<file path="src/rtl/async_output_driver_if.sv">
// Pin-side bundle of async_output_driver: level/pulse requests in, pin drive and strobes out.
interface async_output_driver_if;
  logic i_level;
  logic i_pulse_req;
  logic o_pin;
  logic o_busy;
  logic o_rising_edge;
  logic o_falling_edge;

  modport master (output i_level, i_pulse_req,
                  input  o_pin, o_busy, o_rising_edge, o_falling_edge);
  modport slave  (input  i_level, i_pulse_req,
                  output o_pin, o_busy, o_rising_edge, o_falling_edge);
endinterface

</file>
<file path="src/rtl/async_output_driver.sv">
// Output pin driver enforcing a minimum level hold, with optional single-shot pulses
// (pulse machinery compiled in when ASYNC_OUTPUT_DRIVER_PULSE_EN is defined).
module async_output_driver #(
  parameter int MIN_HOLD_CLKS = 5,
  parameter int PULSE_CLKS    = 8,
  parameter bit RESET_LEVEL   = 1'b0
) (
  input  logic                  clock,
  input  logic                  i_reset,
  async_output_driver_if.slave  bus
);

`ifdef ASYNC_OUTPUT_DRIVER_PULSE_EN
  localparam int CW = $clog2(PULSE_CLKS + 1);
  typedef enum logic [2:0] {S_IDLE, S_HOLD, S_PULSE_WAIT, S_PULSE, S_RECOVER} state_e;
  localparam logic [CW-1:0] PULSE_LAST = CW'(PULSE_CLKS - 1);
`else
  localparam int CW = $clog2(MIN_HOLD_CLKS);
  typedef enum logic {S_IDLE, S_HOLD} state_e;
`endif
  localparam logic [CW-1:0] HOLD_MAX = CW'(MIN_HOLD_CLKS - 1);

  state_e          state_q, state_d;
  logic            pin_q, pin_d;
  logic [CW-1:0]   cnt_q, cnt_d;
  logic            rise_q, fall_q;
  logic            restart;
  logic            expired, hold_done;

  // HOLD looks one edge ahead so IDLE can act on the very edge the hold ends
  assign expired   = (cnt_q >= HOLD_MAX);
  assign hold_done = (cnt_q >= HOLD_MAX - CW'(1));

  always_ff @(posedge clock or posedge i_reset) begin
    if (i_reset) begin
      state_q <= S_HOLD;
      pin_q   <= RESET_LEVEL;
      cnt_q   <= '0;
      rise_q  <= 1'b0;
      fall_q  <= 1'b0;
    end else begin
      state_q <= state_d;
      pin_q   <= pin_d;
      cnt_q   <= cnt_d;
      rise_q  <= pin_d & ~pin_q;
      fall_q  <= ~pin_d & pin_q;
    end
  end

  always_comb begin
    state_d = state_q;
    pin_d   = pin_q;
    restart = 1'b0;
    unique case (state_q)
`ifdef ASYNC_OUTPUT_DRIVER_PULSE_EN
      S_IDLE: begin
        if (bus.i_pulse_req) begin
          pin_d   = ~pin_q;
          state_d = S_PULSE;
        end else if (bus.i_level != pin_q) begin
          pin_d   = bus.i_level;
          state_d = S_HOLD;
        end
      end
      S_HOLD: begin
        if (bus.i_pulse_req)  state_d = S_PULSE_WAIT;
        else if (hold_done)   state_d = S_IDLE;
      end
      S_PULSE_WAIT: begin
        if (expired) begin
          pin_d   = ~pin_q;
          state_d = S_PULSE;
        end
      end
      S_PULSE: begin
        // recovery hold restarts even when the pin does not move at pulse end
        if (cnt_q == PULSE_LAST) begin
          pin_d   = bus.i_level;
          restart = 1'b1;
          state_d = S_RECOVER;
        end
      end
      S_RECOVER: begin
        if (expired) state_d = S_IDLE;
      end
`else
      S_IDLE: begin
        if (bus.i_level != pin_q) begin
          pin_d   = bus.i_level;
          state_d = S_HOLD;
        end
      end
      S_HOLD: begin
        if (hold_done) state_d = S_IDLE;
      end
`endif
      default: state_d = S_HOLD;
    endcase
  end

  always_comb begin
    cnt_d = cnt_q;
    if ((pin_d != pin_q) || restart)
      cnt_d = '0;
`ifdef ASYNC_OUTPUT_DRIVER_PULSE_EN
    else if (state_q == S_PULSE)
      cnt_d = cnt_q + CW'(1);
`endif
    else if (!expired)
      cnt_d = cnt_q + CW'(1);
  end

  logic busy;
  always_comb begin
    busy = 1'b0;
`ifdef ASYNC_OUTPUT_DRIVER_PULSE_EN
    busy = (state_q == S_PULSE_WAIT) || (state_q == S_PULSE) || (state_q == S_RECOVER);
`endif
  end

  assign bus.o_pin          = pin_q;
  assign bus.o_busy         = busy;
  assign bus.o_rising_edge  = rise_q;
  assign bus.o_falling_edge = fall_q;

endmodule

</file>
<file path="src/flat_wrapper.sv">
// flat-port wrapper written by rule: the top's interface ports become plain ports
module async_output_driver_flat 
#(
  parameter int MIN_HOLD_CLKS = 5,
  parameter int PULSE_CLKS    = 8,
  parameter bit RESET_LEVEL   = 1'b0
)
  (clock, i_reset, bus_i_level, bus_i_pulse_req, bus_o_pin, bus_o_busy, bus_o_rising_edge, bus_o_falling_edge);
  async_output_driver_if bus_i ();
  input  logic clock;
  input  logic i_reset;
  input wire logic [$bits(bus_i.i_level)-1:0] bus_i_level;
  input wire logic [$bits(bus_i.i_pulse_req)-1:0] bus_i_pulse_req;
  output wire logic [$bits(bus_i.o_pin)-1:0] bus_o_pin;
  output wire logic [$bits(bus_i.o_busy)-1:0] bus_o_busy;
  output wire logic [$bits(bus_i.o_rising_edge)-1:0] bus_o_rising_edge;
  output wire logic [$bits(bus_i.o_falling_edge)-1:0] bus_o_falling_edge;
  assign bus_i.i_level = bus_i_level;
  assign bus_i.i_pulse_req = bus_i_pulse_req;
  assign bus_o_pin = bus_i.o_pin;
  assign bus_o_busy = bus_i.o_busy;
  assign bus_o_rising_edge = bus_i.o_rising_edge;
  assign bus_o_falling_edge = bus_i.o_falling_edge;
  async_output_driver #(.MIN_HOLD_CLKS(MIN_HOLD_CLKS), .PULSE_CLKS(PULSE_CLKS), .RESET_LEVEL(RESET_LEVEL)) u_core (.clock(clock), .i_reset(i_reset), .bus(bus_i));
endmodule
</file>
<file path="config.mk">
export PLATFORM = sky130hd
export DESIGN_NAME = async_output_driver_flat
export DESIGN_NICKNAME = d
export VERILOG_FILES = /design/src/rtl/async_output_driver_if.sv /design/src/rtl/async_output_driver.sv /design/src/flat_wrapper.sv
export SDC_FILE = /design/constraint.sdc
export NUM_CORES = 1
export LEC_CHECK = 0
export ABC_AREA = 1
export CORE_AREA = 2 2 39 41
export CTS_CLUSTER_DIAMETER = 50
export CTS_CLUSTER_SIZE = 10
export DETAILED_ROUTE_END_ITERATION = 16
export DIE_AREA = 0 0 41 43
export GPL_TIMING_DRIVEN = 1
export SETUP_SLACK_MARGIN = 0.3
export SLEW_MARGIN = 20
export SYNTH_ARGS = -nofsm -noshare
export SYNTH_HDL_FRONTEND = slang
export SYNTH_SLANG_ARGS = --single-unit
</file>
<file path="constraint.sdc">
create_clock -name clock -period 3.56 [get_ports clock]
set_input_delay 0.356 -clock clock [delete_from_list [all_inputs] [get_ports clock]]
set_output_delay 0.356 -clock clock [all_outputs]
set_load 0.02 [all_outputs]
</file>
==> summary.md, run 1 <==
| Metric | Value |
|---|---|
| Commonest non-fill, non-tap cell in the layout | `dfrtp_1` |
| Die Width | `about 40 um` |
| Post-synthesis net count | `44` |
| CTS sink cnt | `7` |
| Fin util | `31.01%` |
| Most frequent cells in the layout | `dfrtp_1 (6), nand2_1 (5), clkdlybuf4s50_1 (5)` |
| CP bufs+invs | `1` |
| Critical path type | `reg2out` |
| Die ar. | `0.001763 mm^2` |
| R2r startpoint | `u_core.state_q$_DFF_PP1_` |
| Share of cells above drive strength 1 | `22.73%` |
| R2R setup slack | `2.26 ns` |
| Max clock buf depth | `2` |
| Endpoints failing setup | `0` |
| Starting DRT DRC Count | `0` |
| Dpl ws | `1.923 ns` |
| Arr. time, crit path | `about 1.3 ns` |
| Setup TNS | `0 ns` |
| Max-slew violations | `0` |
| Core area | `about 0.0014 mm^2` |
| Leakage power | `0.0002214 uW` |
| Clock-pin slew on the worst setup and hold paths | `0.06 ns` |
| Post-cts resize count | `0` |
| Crit path max-delay family | `buffers and inverters` |
| Largest net degree at the start of global routing | `8` |
| Synthesis Warnings | `0` |
| Slowest stage delay, CP | `0.62 ns` |
| DP HPWL | `roughly 420 um` |
| HP Class | `in2async` |
| RSZ-0062 raised after global routing | `no` |
| Syn Inst Count | `36` |
| Fill count | `146` |
| Status | `complete, no violations` |
| Worst skew pair latency | `0.26 ns` |
| Mapped Area | `340.3 um^2` |
| Core Rows | `14` |
| Worst setup margin | `1.926 ns` |
| Setup crit start | `u_core.bus.o_pin$_DFF_PP0_` |
| Wirelength, routed | `579 um` |
| GRT overflow | `0` |
| Drt drc | `0` |
| Cell Pwr Density | `911.3 mW/mm^2` |
| Drt first pass iters | `1` |
| First-pass GRT wire length | `between 800 and 900 um` |
| CTS root buffer | `clkbuf_4` |
| Starting density of the core | `24.59%` |
| Final min period | `1.634 ns` |
| ANT nets after route | `0` |
| CTS tree | `done` |
| Synth cell types | `15` |
| Crit path capture | `bus_o_pin` |
| Worst reg2reg endpoint | `u_core.cnt_q[1]$_DFFE_PP0P_` |
| Synthesized flop and latch total | `7` |
| Vias per cell | `4.017` |
| Worst-path fanout max | `4` |
| Register area share after synthesis | `51.84%` |
| Final Cycle Share | `45.91%` |
| Antenna cells | `0` |
| Layout Nets | `53` |
| R2R depth | `6` |
| IO buf count | `5` |
| Hold Vio Cnt, Final | `0` |
| Non-Filler Instances | `60` |
| CP Launch Type | `flop` |
| Vias in the first global route | `211` |
| # H-tree levels | `1` |
| Critical path required time | `3.20 ns` |
| Max Cap Viol | `0` |
| Gr usage total | `approximately 8.8%` |
| Area growth syn-to-layout | `26.10%` |
| Setup crit end kind | `output port` |
| Cell count after placement | `56` |
| Hold Buf Count CTS | `0` |
| Number of setup buffers added after CTS | `0` |
| IO Pins | `8` |
| Crit-path slowest cell | `clkdlybuf4s50_1` |
| Critical path, cell by cell | `clkdlybuf4s50_1` |
| Antenna violations before repair | `0` |
| Post-Syn Area per Cell | `9.454 um^2` |
| Total clock buffers created by CTS | `3` |
| Clk_skew | `0.004013 ns` |
| Cell depth of the worst setup path | `1` |
| Placer Congestion | `0.6133` |
| VDD IR-drop max | `0.3488 mV` |
| Routed length per instance | `9.650 um` |
| Die H | `about 43 um` |
| Fmax | `0.6118 GHz` |
| Via count | `241` |
[report_power, final]
group | leakage (uW) | switching (uW) | total (uW) | internal [uW]
clock network | 0.0000150 | 32.5 | 75.5 | 43.0
logic | 0.000120 | 92.9 | 168 | 75.5
registers | 0.0000859 | 26.5 | 147 | 121
[routing by layer]
metal | share of wire, % | vias to the layer above | global-route usage [%] | wire, um
li1 | - | 122 | - | -
met1 | 37 | 107 | 7.921 | 213
met2 | 50 | 8 | 12.19 | 291
met3 | 9.2 | 4 | 7.853 | 53
met4 | 3.6 | 0 | 6.000 | 21
met5 | 0 | - | 0 | 0
[stage by stage]
| step | instance area (um^2) | hold slack, ns | power, uW |
|---|---|---|---|
| after floorplan | 340.3 | 0.1587 | 262.9 |
| after global placement | 402.9 | 0.5225 | 311.8 |
| after detailed placement | 402.9 | 0.5326 | 320.7 |
| after CTS | 429.2 | 0.3475 | 399.1 |
| after global routing | 429.2 | 0.3737 | 428.0 |
| final | 429.2 | 0.3368 | 391.1 |
[synthesized netlist by cell type]
| cell | n | share of area [%] |
|---|---|---|
| buf_4 | 1 | 2.2 |
| dfrtp_1 | 6 | 44 |
| nand3_1 | 2 | 2.9 |
| inv_2 | 4 | 4.4 |
| a21boi_1 | 1 | 2.2 |
| dfstp_2 | 1 | 7.7 |
| o21ai_2 | 1 | 2.6 |
| nor2_1 | 4 | 4.4 |
| o21ai_0 | 1 | 1.5 |
| nor2_2 | 1 | 1.8 |
| conb_1 | 1 | 1.1 |
| o21ai_1 | 1 | 1.5 |
| nand2_1 | 5 | 5.5 |
| inv_1 | 3 | 3.3 |
| ha_1 | 4 | 15 |
[worst min path at each step]
stage	from	to	slack (ns)
floorplan	i_reset	u_core.bus.o_falling_edge$_DFF_PP0_	0.16
global placement	u_core.cnt_q[1]$_DFFE_PP0P_	u_core.state_q$_DFF_PP1_	0.52
detailed placement	u_core.cnt_q[1]$_DFFE_PP0P_	u_core.state_q$_DFF_PP1_	0.53
CTS	i_reset	u_core.cnt_q[0]$_DFFE_PP0P_	0.35
global route	i_reset	u_core.cnt_q[0]$_DFFE_PP0P_	0.37
finish	i_reset	u_core.cnt_q[0]$_DFFE_PP0P_	0.34
[area by class of cell]
type	count	area [um^2]	area share, %
flip-flops and latches	7	176.4	41.11
multi-input cells	21	130.1	30.32
repair buffers	5	50.05	11.66
clock buffers	4	26.28	6.122
inverters	7	26.28	6.122
well taps	16	20.02	4.665
[cells by family after synthesis]
kind of cell | Yosys count | synth area share [%]
simple gates | 12 | 14.71
compound gates | 4 | 7.719
flops | 7 | 51.84
buf+inv | 8 | 9.926
fa+ha+maj | 4 | 14.71
other cells | 1 | 1.102
[state kept, by name, indices dropped and copies added (netlist names)]
signal,flops
u_core.bus.o_rising_edge,1
u_core.cnt_q,3
u_core.state_q,1
u_core.bus.o_falling_edge,1
u_core.bus.o_pin,1
Note: power is estimated with default switching activity, not from simulation.
==> run 2, diff against run 1 <==
- clock period: 3.56 -> 1.55 ns (I/O delays scaled with it)
==> summary.md, run 2 (synthesis gave the netlist of run 1 again) <==
| Metric | Value |
|---|---|
| Endpoints failing setup | `0 (unchanged)` |
| Die ar. | `0.001763 mm^2 (unchanged)` |
| Non-Filler Instances | `63 (was 60)` |
| Share of cells above drive strength 1 | `34.04% (was 22.73%)` |
| Layout Nets | `56 (was 53)` |
| IO buf count | `5 (unchanged)` |
| Commonest non-fill, non-tap cell in the layout | `dfrtp_1 (unchanged)` |
| CTS sink cnt | `7 (unchanged)` |
| Hold Vio Cnt, Final | `0 (unchanged)` |
| Antenna cells | `0 (unchanged)` |
| Starting density of the core | `24.59% (unchanged)` |
| Worst setup margin | `0.3175 ns (was 1.926 ns)` |
| Clk_skew | `0.0003271 ns (was 0.004013 ns)` |
| Die Width | `41 um (unchanged)` |
| Antenna violations before repair | `0 (unchanged)` |
| Dpl ws | `0.1146 ns (was 1.923 ns)` |
| Area growth syn-to-layout | `37.50% (was 26.10%)` |
| Fin util | `33.82% (was 31.01%)` |
| IO Pins | `8 (unchanged)` |
| Cell count after placement | `56 (unchanged)` |
| Hold Buf Count CTS | `0 (unchanged)` |
| DP HPWL | `383.1 um (was 419.5 um)` |
| Placer Congestion | `0.6145 (was 0.6133)` |
| VDD IR-drop max | `0.7498 mV (was 0.3488 mV)` |
| Worst-path fanout max | `3 (was 4)` |
| Arr. time, crit path | `1.37 ns (was 1.28 ns)` |
| Critical path required time | `1.69 ns (was 3.20 ns)` |
| RSZ-0062 raised after global routing | `yes (was no)` |
| CTS tree | `done (unchanged)` |
| CTS root buffer | `clkbuf_4 (unchanged)` |
| R2R setup slack | `0.32 ns (was 2.26 ns)` |
| Via count | `257 (was 241)` |
| Fmax | `0.8113 GHz` |
| Worst skew pair latency | `0.25 ns (was 0.26 ns)` |
| Leakage power | `0.0002434 uW (was 0.0002214 uW)` |
| First-pass GRT wire length | `828 um (was 890 um)` |
| NetSw | `374.3 uW (was 152.0 uW)` |
| Critical path type | `reg2reg (was reg2out)` |
| Largest net degree at the start of global routing | `8 (unchanged)` |
| Total clock buffers created by CTS | `3 (unchanged)` |
| Core Rows | `14 (unchanged)` |
| Reg with most FFs | `u_core.cnt_q (unchanged)` |
| Starting DRT DRC Count | `3 (was 0)` |
| Core area | `0.001384 mm^2 (unchanged)` |
| Critical path, cell by cell | `buf_4, o21ai_2, inv_2, ha_4, a21boi_2 (was clkdlybuf4s50_1)` |
| Final min period | `1.233 ns` |
| Drt first pass iters | `2 (was 1)` |
| Max clock buf depth | `2 (unchanged)` |
| Setup crit end kind | `flop (was output port)` |
| Gr usage total | `7.895% (was 8.806%)` |
| DP Area | `402.9 um^2 (unchanged)` |
| Status | `complete, no violations (unchanged)` |
| CP Launch Type | `flop (unchanged)` |
| Slowest stage delay, CP | `0.52 ns (was 0.62 ns)` |
| Max reg flops | `3 (unchanged)` |
| Crit-path slowest cell | `dfstp_2 (was clkdlybuf4s50_1)` |
| Most frequent cells in the layout | `dfrtp_1 (6), nand2_1 (5), inv_2 (4), nor2_1 (4) (was dfrtp_1 (6), nand2_1 (5), clkdlybuf4s50_1 (5))` |
| Setup crit start | `u_core.state_q$_DFF_PP1_ (was u_core.bus.o_pin$_DFF_PP0_)` |
| # H-tree levels | `1 (unchanged)` |
| Clock-pin slew on the worst setup and hold paths | `0.05 ns (was 0.06 ns)` |
| Final Cell Area | `467.9 um^2 (was 429.2 um^2)` |
| Die H | `43 um (unchanged)` |
| Final Cycle Share | `79.52%` |
| Setup TNS | `0 ns (unchanged)` |
| Wirelength, routed | `531 um (was 579 um)` |
| ANT nets after route | `0 (unchanged)` |
| Cell Pwr Density | `2121 mW/mm^2 (was 911.3 mW/mm^2)` |
| Max Cap Viol | `0 (unchanged)` |
| Comb power frac | `50.2% (was 43.1%)` |
| Vias per cell | `4.079 (was 4.017)` |
| Reg power frac | `33.5% (was 37.6%)` |
| GRT overflow | `0 (unchanged)` |
| Drt drc | `0 (unchanged)` |
| Max-slew violations | `0 (unchanged)` |
| R2r startpoint | `u_core.state_q$_DFF_PP1_ (unchanged)` |
| Internal Power | `618.1 uW (was 239.1 uW)` |
| Sw Share | `37.71% (was 38.86%)` |
| Vias in the first global route | `225 (was 211)` |
| HP Class | `in2async (unchanged)` |
| Clock power frac | `16.3% (was 19.3%)` |
| Routed length per instance | `8.429 um (was 9.650 um)` |
## run 2: changes by cell type in the layout (fill, tap and decap cells not counted)
cell             delta
clkdlybuf4s50_1     -3
o21ai_0             -1
ha_4                +1
a21boi_2            +1
dlygate4sd2_1       +3
ha_1                -1
a21boi_1            -1
buf_4               +3
o21ai_2             +1
## run 2: path summary, 6_finish.rpt
path,endpoint,cells after the start
setup / recovery,u_core.cnt_q[2]$_DFFE_PP0P_,5
hold / removal,u_core.cnt_q[0]$_DFFE_PP0P_,2
hold reg to reg,u_core.cnt_q[1]$_DFFE_PP0P_,2
setup reg to reg,u_core.cnt_q[2]$_DFFE_PP0P_,5
min in group clock,u_core.cnt_q[1]$_DFFE_PP0P_,2
max in group asynchronous,u_core.state_q$_DFF_PP1_,2
## run 2: timing repair
action                                  in CTS  in global routing
endpoints found under the setup margin       6                  3
pin swaps                                    0                  2
hold endpoints to repair                     0                  0
buffers inserted                             2                  1
resized for setup                            4                  3
## run 2: layer usage
metal  global-route usage [%]  up-vias  part of all wire [%]
met4                    4.000        0                     0
met5                        0        -                     0
met3                    7.853        0                   7.7
met1                    5.941      119                    40
li1                         -      131                     -
met2                    12.19        7                    52
## run 2: cell type report
class	count	area [um^2]
Multi-Input combinational cell	21	150.1
Fill cell	147	915.9
Tap cell	16	20.02
Inverter	7	26.28
Clock buffer	4	26.28
Timing Repair Buffer	8	68.82
Sequential cell	7	176.4
## run 2: worst max-delay path: cells and delay by family, from the launching register on
kind / cells / cell delay (ns)
compound gates: 2 / 0.20
fa+ha+maj: 1 / 0.21
buf+inv: 2 / 0.19
flops: 1 / 0.52
## run 2: power groups by stage
stage	logic, uW	registers (uW)	clock network [uW]
final	498	332	162
after global routing	576	342	182
after CTS	446	329	173
after detailed placement	390	340	0
after global placement	376	340	0
after floorplan	228	376	0
## run 2: metrics by stage
stage	total power, uW	hold slack (ns)
2_1_floorplan	603.7	-0.04233
3_3_place_gp	716.1	0.4133
3_5_place_dp	729.4	0.4188
4_1_cts	947.5	0.1442
5_1_grt	1100	0.1623
6_report	992.4	0.1432
==> run 3, diff against run 2 <==
- clock period: 1.55 -> 1.15 ns (I/O delays scaled with it)
==> summary.md, run 3 (synthesis gave the netlist of run 1 again) <==
| Metric | Value |
|---|---|
| Status | `complete, but fails checks (was complete, no violations)` |
| Failing checks | `setup timing` |
| DP HPWL | `423.3 um (was 383.1 um)` |
| CTS sink cnt | `7 (unchanged)` |
| Cell count after placement | `60 (was 56)` |
| Largest net degree at the start of global routing | `8 (unchanged)` |
| Starting density of the core | `24.59% (unchanged)` |
| Clock-pin slew on the worst setup and hold paths | `0.05 ns (about the same)` |
| CTS root buffer | `clkbuf_4 (unchanged)` |
| Share of cells above drive strength 1 | `53.85% (was 34.04%)` |
| Clk_skew | `0.004749 ns (was 0.0003271 ns)` |
| Non-Filler Instances | `68 (was 63)` |
| Worst-path fanout max | `3 (unchanged)` |
| Arr. time, crit path | `1.39 ns (was 1.37 ns)` |
| First-pass GRT wire length | `972 um (was 828 um)` |
| Max Cap Viol | `0 (unchanged)` |
| Wirelength, routed | `654 um (was 531 um)` |
| Reg with most FFs | `u_core.cnt_q (unchanged)` |
| CP Launch Type | `flop (unchanged)` |
| VDD IR-drop max | `0.9197 mV (was 0.7498 mV)` |
| Max reg flops | `3 (unchanged)` |
| Drt drc | `0 (unchanged)` |
| Commonest non-fill, non-tap cell in the layout | `buf_4 (was dfrtp_1)` |
| Antenna cells | `0 (unchanged)` |
| Fill count | `150 (was 147)` |
| HP Class | `in2async (unchanged)` |
| Tot Pwr | `1590 uW (was 992.4 uW)` |
| Vias per cell | `4.059 (was 4.079)` |
| Placer Congestion | `0.6899 (was 0.6145)` |
| Max-slew violations | `0 (unchanged)` |
| Max clock buf depth | `2 (unchanged)` |
| Setup crit end kind | `flop (unchanged)` |
| Worst skew pair latency | `0.25 ns (about the same)` |
| Via count | `276 (was 257)` |
| ANT nets after route | `0 (unchanged)` |
| Most frequent cells in the layout | `buf_4 (7), dfrtp_1 (5) (was dfrtp_1 (6), nand2_1 (5), inv_2 (4), nor2_1 (4))` |
| Vias in the first global route | `247 (was 225)` |
| Worst setup margin | `-0.1020 ns (was 0.3175 ns)` |
| GRT overflow | `0 (unchanged)` |
| RSZ-0062 raised after global routing | `yes (unchanged)` |
| Fin util | `38.52% (was 33.82%)` |
| Leakage power | `0.0002663 uW (was 0.0002434 uW)` |
| Core area | `0.001384 mm^2 (unchanged)` |
| Final Cycle Share | `108.9% (was 79.52%)` |
| Die Width | `41 um (unchanged)` |
| Dpl ws | `-0.1739 ns (was 0.1146 ns)` |
| Core Rows | `14 (unchanged)` |
| Critical path type | `reg2reg (unchanged)` |
| Die ar. | `0.001763 mm^2 (unchanged)` |
| Hold Buf Count CTS | `0 (unchanged)` |
| Total clock buffers created by CTS | `3 (unchanged)` |
| Gr usage total | `9.606% (was 7.895%)` |
| Cell Pwr Density | `2983 mW/mm^2 (was 2121 mW/mm^2)` |
| Die H | `43 um (unchanged)` |
| IO Pins | `8 (unchanged)` |
| Endpoints failing setup | `3 (was 0)` |
| Layout Nets | `61 (was 56)` |
| Area growth syn-to-layout | `56.62% (was 37.50%)` |
| Drt first pass iters | `2 (unchanged)` |
| Routed length per instance | `9.618 um (was 8.429 um)` |
| Critical path required time | `1.29 ns (was 1.69 ns)` |
| Starting DRT DRC Count | `2 (was 3)` |
| # H-tree levels | `1 (unchanged)` |
| Fmax | `0.7987 GHz (was 0.8113 GHz)` |
| Antenna violations before repair | `0 (unchanged)` |
| Final min period | `1.252 ns (was 1.233 ns)` |
| CTS tree | `done (unchanged)` |
| IO buf count | `5 (unchanged)` |
| Hold Vio Cnt, Final | `0 (unchanged)` |
run 3: cell count changes in the layout (fill, tap and decap cells not counted):
cell           change
nand2_1            -1
ha_2               +2
buf_4              +4
dlygate4sd2_1      -3
dfrtp_1            -1
o21ai_2            -1
nand2_2            +1
o21ai_4            +1
buf_6              +4
dfrtp_2            +1
ha_1               -2
run 3: repair_timing:
item	CTS	global route
gates resized for setup	21	3
endpoints found under the hold margin	0	0
setup buffers	3	1
setup endpoints to repair	9	10
pin swaps	0	3
run 3: worst paths after layout:
kind                       depth (start not counted)  slack (ns)                         from                                   to
setup / recovery                                   5       -0.10     u_core.state_q$_DFF_PP1_          u_core.cnt_q[2]$_DFFE_PP0P_
hold / removal                                     2        0.09                      i_reset  u_core.bus.o_falling_edge$_DFF_PP0_
setup reg to reg                                   5       -0.10     u_core.state_q$_DFF_PP1_          u_core.cnt_q[2]$_DFFE_PP0P_
hold reg to reg                                    2        0.55  u_core.cnt_q[2]$_DFFE_PP0P_          u_core.cnt_q[0]$_DFFE_PP0P_
max in group asynchronous                          2        0.78                      i_reset             u_core.state_q$_DFF_PP1_
min in group clock                                 2        0.55  u_core.cnt_q[2]$_DFFE_PP0P_          u_core.cnt_q[0]$_DFFE_PP0P_
run 3: layout make-up:
class                   count  area [um^2]  share of cell area [%]
clock buffers               4        26.28                   4.930
inverters                   7        26.28                   4.930
multi-input cells          21        165.2                   30.99
flip-flops and latches      7        177.7                   33.33
well taps                  16        20.02                   3.756
repair buffers             13        117.6                   22.07
run 3: per-stage QoR:
stage / hold slack (ns) / cell area (um^2) / TNS (ns)
after floorplan: -0.08240 / 356.6 / -0.1197
after global placement: 0.3711 / 449.2 / -0.5332
after detailed placement: 0.3759 / 449.2 / -0.5166
after CTS: 0.09546 / 511.7 / -0.1928
after global routing: 0.1298 / 533.0 / -0.3991
final: 0.09344 / 533.0 / -0.2519
run 3: power by group:
group | internal [uW] | total [uW] | switching (uW)
Sequential | 377 | 451 | 73.5
Clock | 132 | 223 | 90.7
Combinational | 501 | 916 | 415
run 3: critical path, stage by stage, from the launching register on:
cell and delay (ns):
dfstp_2 0.54, buf_6 0.10, o21ai_4 0.05, inv_2 0.08
ha_4 0.21, a21boi_2 0.15
run 3: layer usage:
| layer | track usage [%] | share of wire [%] | vias up |
|---|---|---|---|
| li1 | - | - | 140 |
| met1 | 7.566 | 31 | 125 |
| met2 | 13.13 | 57 | 7 |
| met3 | 7.853 | 7.2 | 4 |
| met4 | 10.00 | 4.4 | 0 |
| met5 | 0 | 0 | - |
==> RTL edit 1: new RTL, config.mk and constraints of run 1 <==
`MIN_HOLD_CLKS` is set to 5 in 2 places; all go to 6.
--- a/src/rtl/async_output_driver.sv
+++ b/src/rtl/async_output_driver.sv
@@ -3,3 +3,3 @@
 module async_output_driver #(
-  parameter int MIN_HOLD_CLKS = 5,
+  parameter int MIN_HOLD_CLKS = 6,
   parameter int PULSE_CLKS    = 8,
--- a/src/flat_wrapper.sv
+++ b/src/flat_wrapper.sv
@@ -3,3 +3,3 @@
 #(
-  parameter int MIN_HOLD_CLKS = 5,
+  parameter int MIN_HOLD_CLKS = 6,
   parameter int PULSE_CLKS    = 8,
Formal check against the unedited RTL: not equivalent (Yosys sat finds a counterexample within 10 cycles, from zero or initial values and one cycle with i_reset high).
==> RTL edit 1 against run 1 <==
- setup slack improved by 16 ps
- first-iteration DRC count unchanged
- area after synthesis increased by 6.3%
- wire length decreased by 10%
- global-route usage decreased by 1.3 points
- cell area increased by 5.0%
- sequential cell count unchanged
- total power increased by 1.1%
- critical path type is now in2reg
- critical endpoint is now u_core.cnt_q[1]
==> RTL edit 1: results (changes against run 1) <==
Fillers -> 145 (was 146)
Routed wire per std cell -> 7.879 um (was 9.650 um)
First-pass GRT wire length -> 883 um (was 890 um)
HPWL after DPL -> 404.6 um (was 419.5 um)
Placed cell areas -> 424.2 um2 (was 402.9 um2)
Pint -> 240.6 uW (was 239.1 uW)
Share of layout cells above drive strength 1 -> 0.1200 (was 0.2273)
Fin nets -> 59 (was 53)
Post-Layout Cell Count -> 66 (was 60)
Ys Warns -> 0 (unchanged)
Hold WC Path Type -> in2async (unchanged)
Vias per cell -> 3.864 (was 4.017)
Async S/R FF share, synth -> 1.000 (unchanged)
Crit path DAT -> 1750 ps (was 1280 ps)
Largest net degree at the start of global routing -> 8 (unchanged)
Synth area leaders -> dfrtp_1, ha_1, nand2_1, dfstp_2, inv_1 (was dfrtp_1, ha_1, dfstp_2, nand2_1, inv_2)
Slowest CP cell -> clkdlybuf4s50_1 (unchanged)
Crit Path Max Fanout -> 3 (was 4)
Placed cell count -> 62 (was 56)
H-tree depth -> 1 (unchanged)
Vias in the first global route -> 254 (was 211)
Setup bufs post-CTS -> 0 (unchanged)
Max incr delay on CP -> 430 ps (was 620 ps)
Count of cell types in the netlist -> 14 (was 15)
Setup slack, reg-to-reg -> 2050 ps (was 2260 ps)
Initial DRC count -> 0 (unchanged)
FF-to-FF End -> u_core.cnt_q[1] (unchanged)
Largest register FFs -> 3 (unchanged)
Count of buffers from port buffering -> 5 (unchanged)
Peak VDD IR -> 0.0002713 V (was 0.0003488 V)
Largest Register -> u_core.cnt_q (unchanged)
Clock latency on the worst-skew pair -> 240 ps (was 260 ps)
Clock Skew -> 5.095 ps (was 4.013 ps)
Detailed Routing Iterations Pass 1 -> 1 (unchanged)
Outcome -> complete, no violations (unchanged)
Reg2reg start -> u_core.state_q (unchanged)
Avg Cell Area, Syn -> 8.609 um2 (was 9.454 um2)
Mapped Nets -> 50 (was 44)
Diode count -> 0 (unchanged)
Initial antenna violation count -> 0 (unchanged)
Gp weighted congestion -> 0.7579 (was 0.6133)
Worst reg2reg path depth -> 9 (was 6)
Main synth FF type -> dfrtp_1 (unchanged)
Total GRT Usage -> 0.07482 (was 0.08806)
Sequential share of the synthesized area -> 0.4879 (was 0.5184)
CTS buffer count -> 3 (unchanged)
Post-CTS sizing -> 0 (unchanged)
Top post-synthesis cells by count -> nand2_1, dfrtp_1, inv_1 (was dfrtp_1, nand2_1, ha_1, inv_2, nor2_1)
CTS max path bufs -> 2 (unchanged)
Hold WS -> 342.9 ps (was 336.8 ps)
DP Worst Slack -> 1687 ps (was 1923 ps)
Clock transition at path regs -> 50 ps
Synth-to-Final Area Change -> 24.57% (was 26.10%)
P_leak -> 0.2448 nW (was 0.2214 nW)
-- RTL edit 1: cell count changes in the layout (fill, tap and decap cells not counted), sizes merged, moves of 2 or more --
cell | before | now
nand2 | 5 | 14
nor2 | 5 | 3
o21ai | 3 | 1
or2 | 0 | 2
-- RTL edit 1: cell families (layout without fill, tap and decap cells) --
kind of cell,after synthesis,count (layout),share of synthesized area
and+or+nand+nor,20,20,0.2318
buffers and inverters,8,16,0.09342
DFF,7,7,0.4879
adders and majority gates,4,4,0.1384
other,1,1,0.01037
AOI/OAI and AO/OA,1,1,0.01383
xor gates and xnor gates,1,1,0.02423
-- RTL edit 1: worst max-delay path: cells and delay by family --
| kind | cells | cell delay, ps |
|---|---|---|
| AO/OA/AOI/OAI | 1 | 240 |
| AND/OR/NAND/NOR | 4 | 240 |
| buffers and inverters | 3 | 590 |
| adder cells (fa/ha/maj) | 1 | 320 |
-- RTL edit 1: per-layer routing --
metal | routed length, um | GRT usage
met5 | 0 | 0
met4 | 0 | 0.06000
met3 | 34 | 0.01571
met2 | 230 | 0.1156
met1 | 255 | 0.08224
-- RTL edit 1: layout make-up --
cell class                      instances  area share
Clock buffer                            4     0.05833
Tap cell                               16     0.04444
Sequential cell                         7      0.3917
Timing Repair Buffer                    5      0.1111
Inverter                                7     0.05833
Multi-Input combinational cell         27      0.3361
-- RTL edit 1: worst max-delay path by stage --
stage | from | to | cells past startpoint | slack (ps)
4_1_cts | u_core.bus.o_pin | bus_o_pin | 1 | 1930
3_3_place_gp | bus_i_level | u_core.cnt_q[0] | 9 | 1690
5_1_grt | bus_i_level | u_core.cnt_q[0] | 9 | 1860
3_5_place_dp | bus_i_level | u_core.cnt_q[1] | 9 | 1690
6_report | bus_i_level | u_core.cnt_q[1] | 9 | 1940
2_1_floorplan | u_core.bus.o_pin | u_core.cnt_q[0] | 10 | 2110
-- RTL edit 1: power by group through the flow --
stage	registers (mW)	logic (mW)	clock network [mW]
floorplan	0.160	0.112	0
global placement	0.146	0.179	0
detailed placement	0.147	0.182	0
CTS	0.146	0.182	0.0730
global route	0.151	0.211	0.0772
finish	0.146	0.180	0.0696
==> RTL edit 2: new RTL, config.mk and constraints of run 1 <==
Without the edit above. Reset style: synchronous (`i_reset`), changed in one clocked block. Comments in the files are not updated.
--- a/src/rtl/async_output_driver.sv
+++ b/src/rtl/async_output_driver.sv
@@ -33,3 +33,3 @@
 
-  always_ff @(posedge clock or posedge i_reset) begin
+  always_ff @(posedge clock) begin
     if (i_reset) begin
Function: differs if i_reset is asserted again (counterexample within 10 cycles, from zero or initial values and one cycle with i_reset high); with i_reset held inactive, the same outputs for 10 cycles.
==> RTL edit 2 against run 1 <==
- cell area grew 1.5%
- register-to-register slack better by 170 ps
- sequential cell count unchanged
- wire length down 16%
- setup slack gained 26 ps
- area after synthesis is 1.8% higher
- total power is 20% lower
- first-iteration DRC count rose by 3
- via count rose by 8.3%
- hold slack better by 160 ps
- critical path type unchanged
- critical endpoint unchanged
- largest power group is now sequential cells
==> RTL edit 2: results (changes against run 1) <==
Outcome -> complete, no violations (unchanged)
Synth area leaders -> dfxtp_1, ha_1, inv_1, nand2_1, a21oi_1 (was dfrtp_1, ha_1, dfstp_2, nand2_1, inv_2)
Hold WC Path Type -> reg2reg (was in2async)
Layout non-clock buf frac -> 0.1149 (was 0.1166)
Share of layout cells above drive strength 1 -> 0.1923 (was 0.2273)
Main synth FF type -> dfxtp_1 (was dfrtp_1)
Worst setup startpoint -> u_core.bus.o_pin (unchanged)
WL met1 -> 233 um (was 213 um)
Synthesized cell area -> 346.6 um2 (was 340.3 um2)
Sequential share of the synthesized area -> 0.4043 (was 0.5184)
Count of cell types in the netlist -> 13 (was 15)
Met3 global-route usage -> 0.06283 (was 0.07853)
FF-to-FF End -> u_core.cnt_q[2] (was u_core.cnt_q[1])
Metal3 WL -> 24 um (was 53 um)
Hold WS -> 497.0 ps (was 336.8 ps)
Placed cell count -> 64 (was 56)
M2 GR Usage -> 0.1000 (was 0.1219)
Inverters -> 10 (was 7)
Highest routed metal layer -> met3 (was met4)
Async S/R FF share, synth -> 0 (was 1.000)
Routed wl met2 -> 228 um (was 291 um)
Syn Inst Count -> 44 (was 36)
Seq area share -> 0.3218 (was 0.4111)
HPWL after DPL -> 378.9 um (was 419.5 um)
P_leak -> 0.2103 nW (was 0.2214 nW)
Fillers -> 145 (was 146)
Setup slack, reg-to-reg -> 2430 ps (was 2260 ps)
Crit path DAT -> 1250 ps (was 1280 ps)
Met1 Usage GRT -> 0.08710 (was 0.07921)
-- RTL edit 2: changes by cell type in the layout (fill, tap and decap cells not counted), moves of 2 or more --
| cell | change |
|---|---|
| inv_1 | +4 |
| a21oi_1 | +3 |
| dfxtp_1 | +7 |
| nand2_2 | +2 |
| dfrtp_1 | -6 |
| nand2_1 | +2 |
-- RTL edit 2: worst max-delay path by stage --
stage               depth (start not counted)  slack, ps         endpoint
floorplan                                   7       2390  u_core.cnt_q[2]
global placement                            6       1940  u_core.cnt_q[2]
detailed placement                          6       1920  u_core.cnt_q[2]
CTS                                         1       1930        bus_o_pin
global route                                1       1890        bus_o_pin
finish                                      1       1950        bus_o_pin
-- RTL edit 2: power breakdown --
part | internal [mW] | total [mW] | switching, mW
sequential | 0.103 | 0.124 | 0.0212
combinational | 0.0526 | 0.120 | 0.0672
clock | 0.0427 | 0.0703 | 0.0277
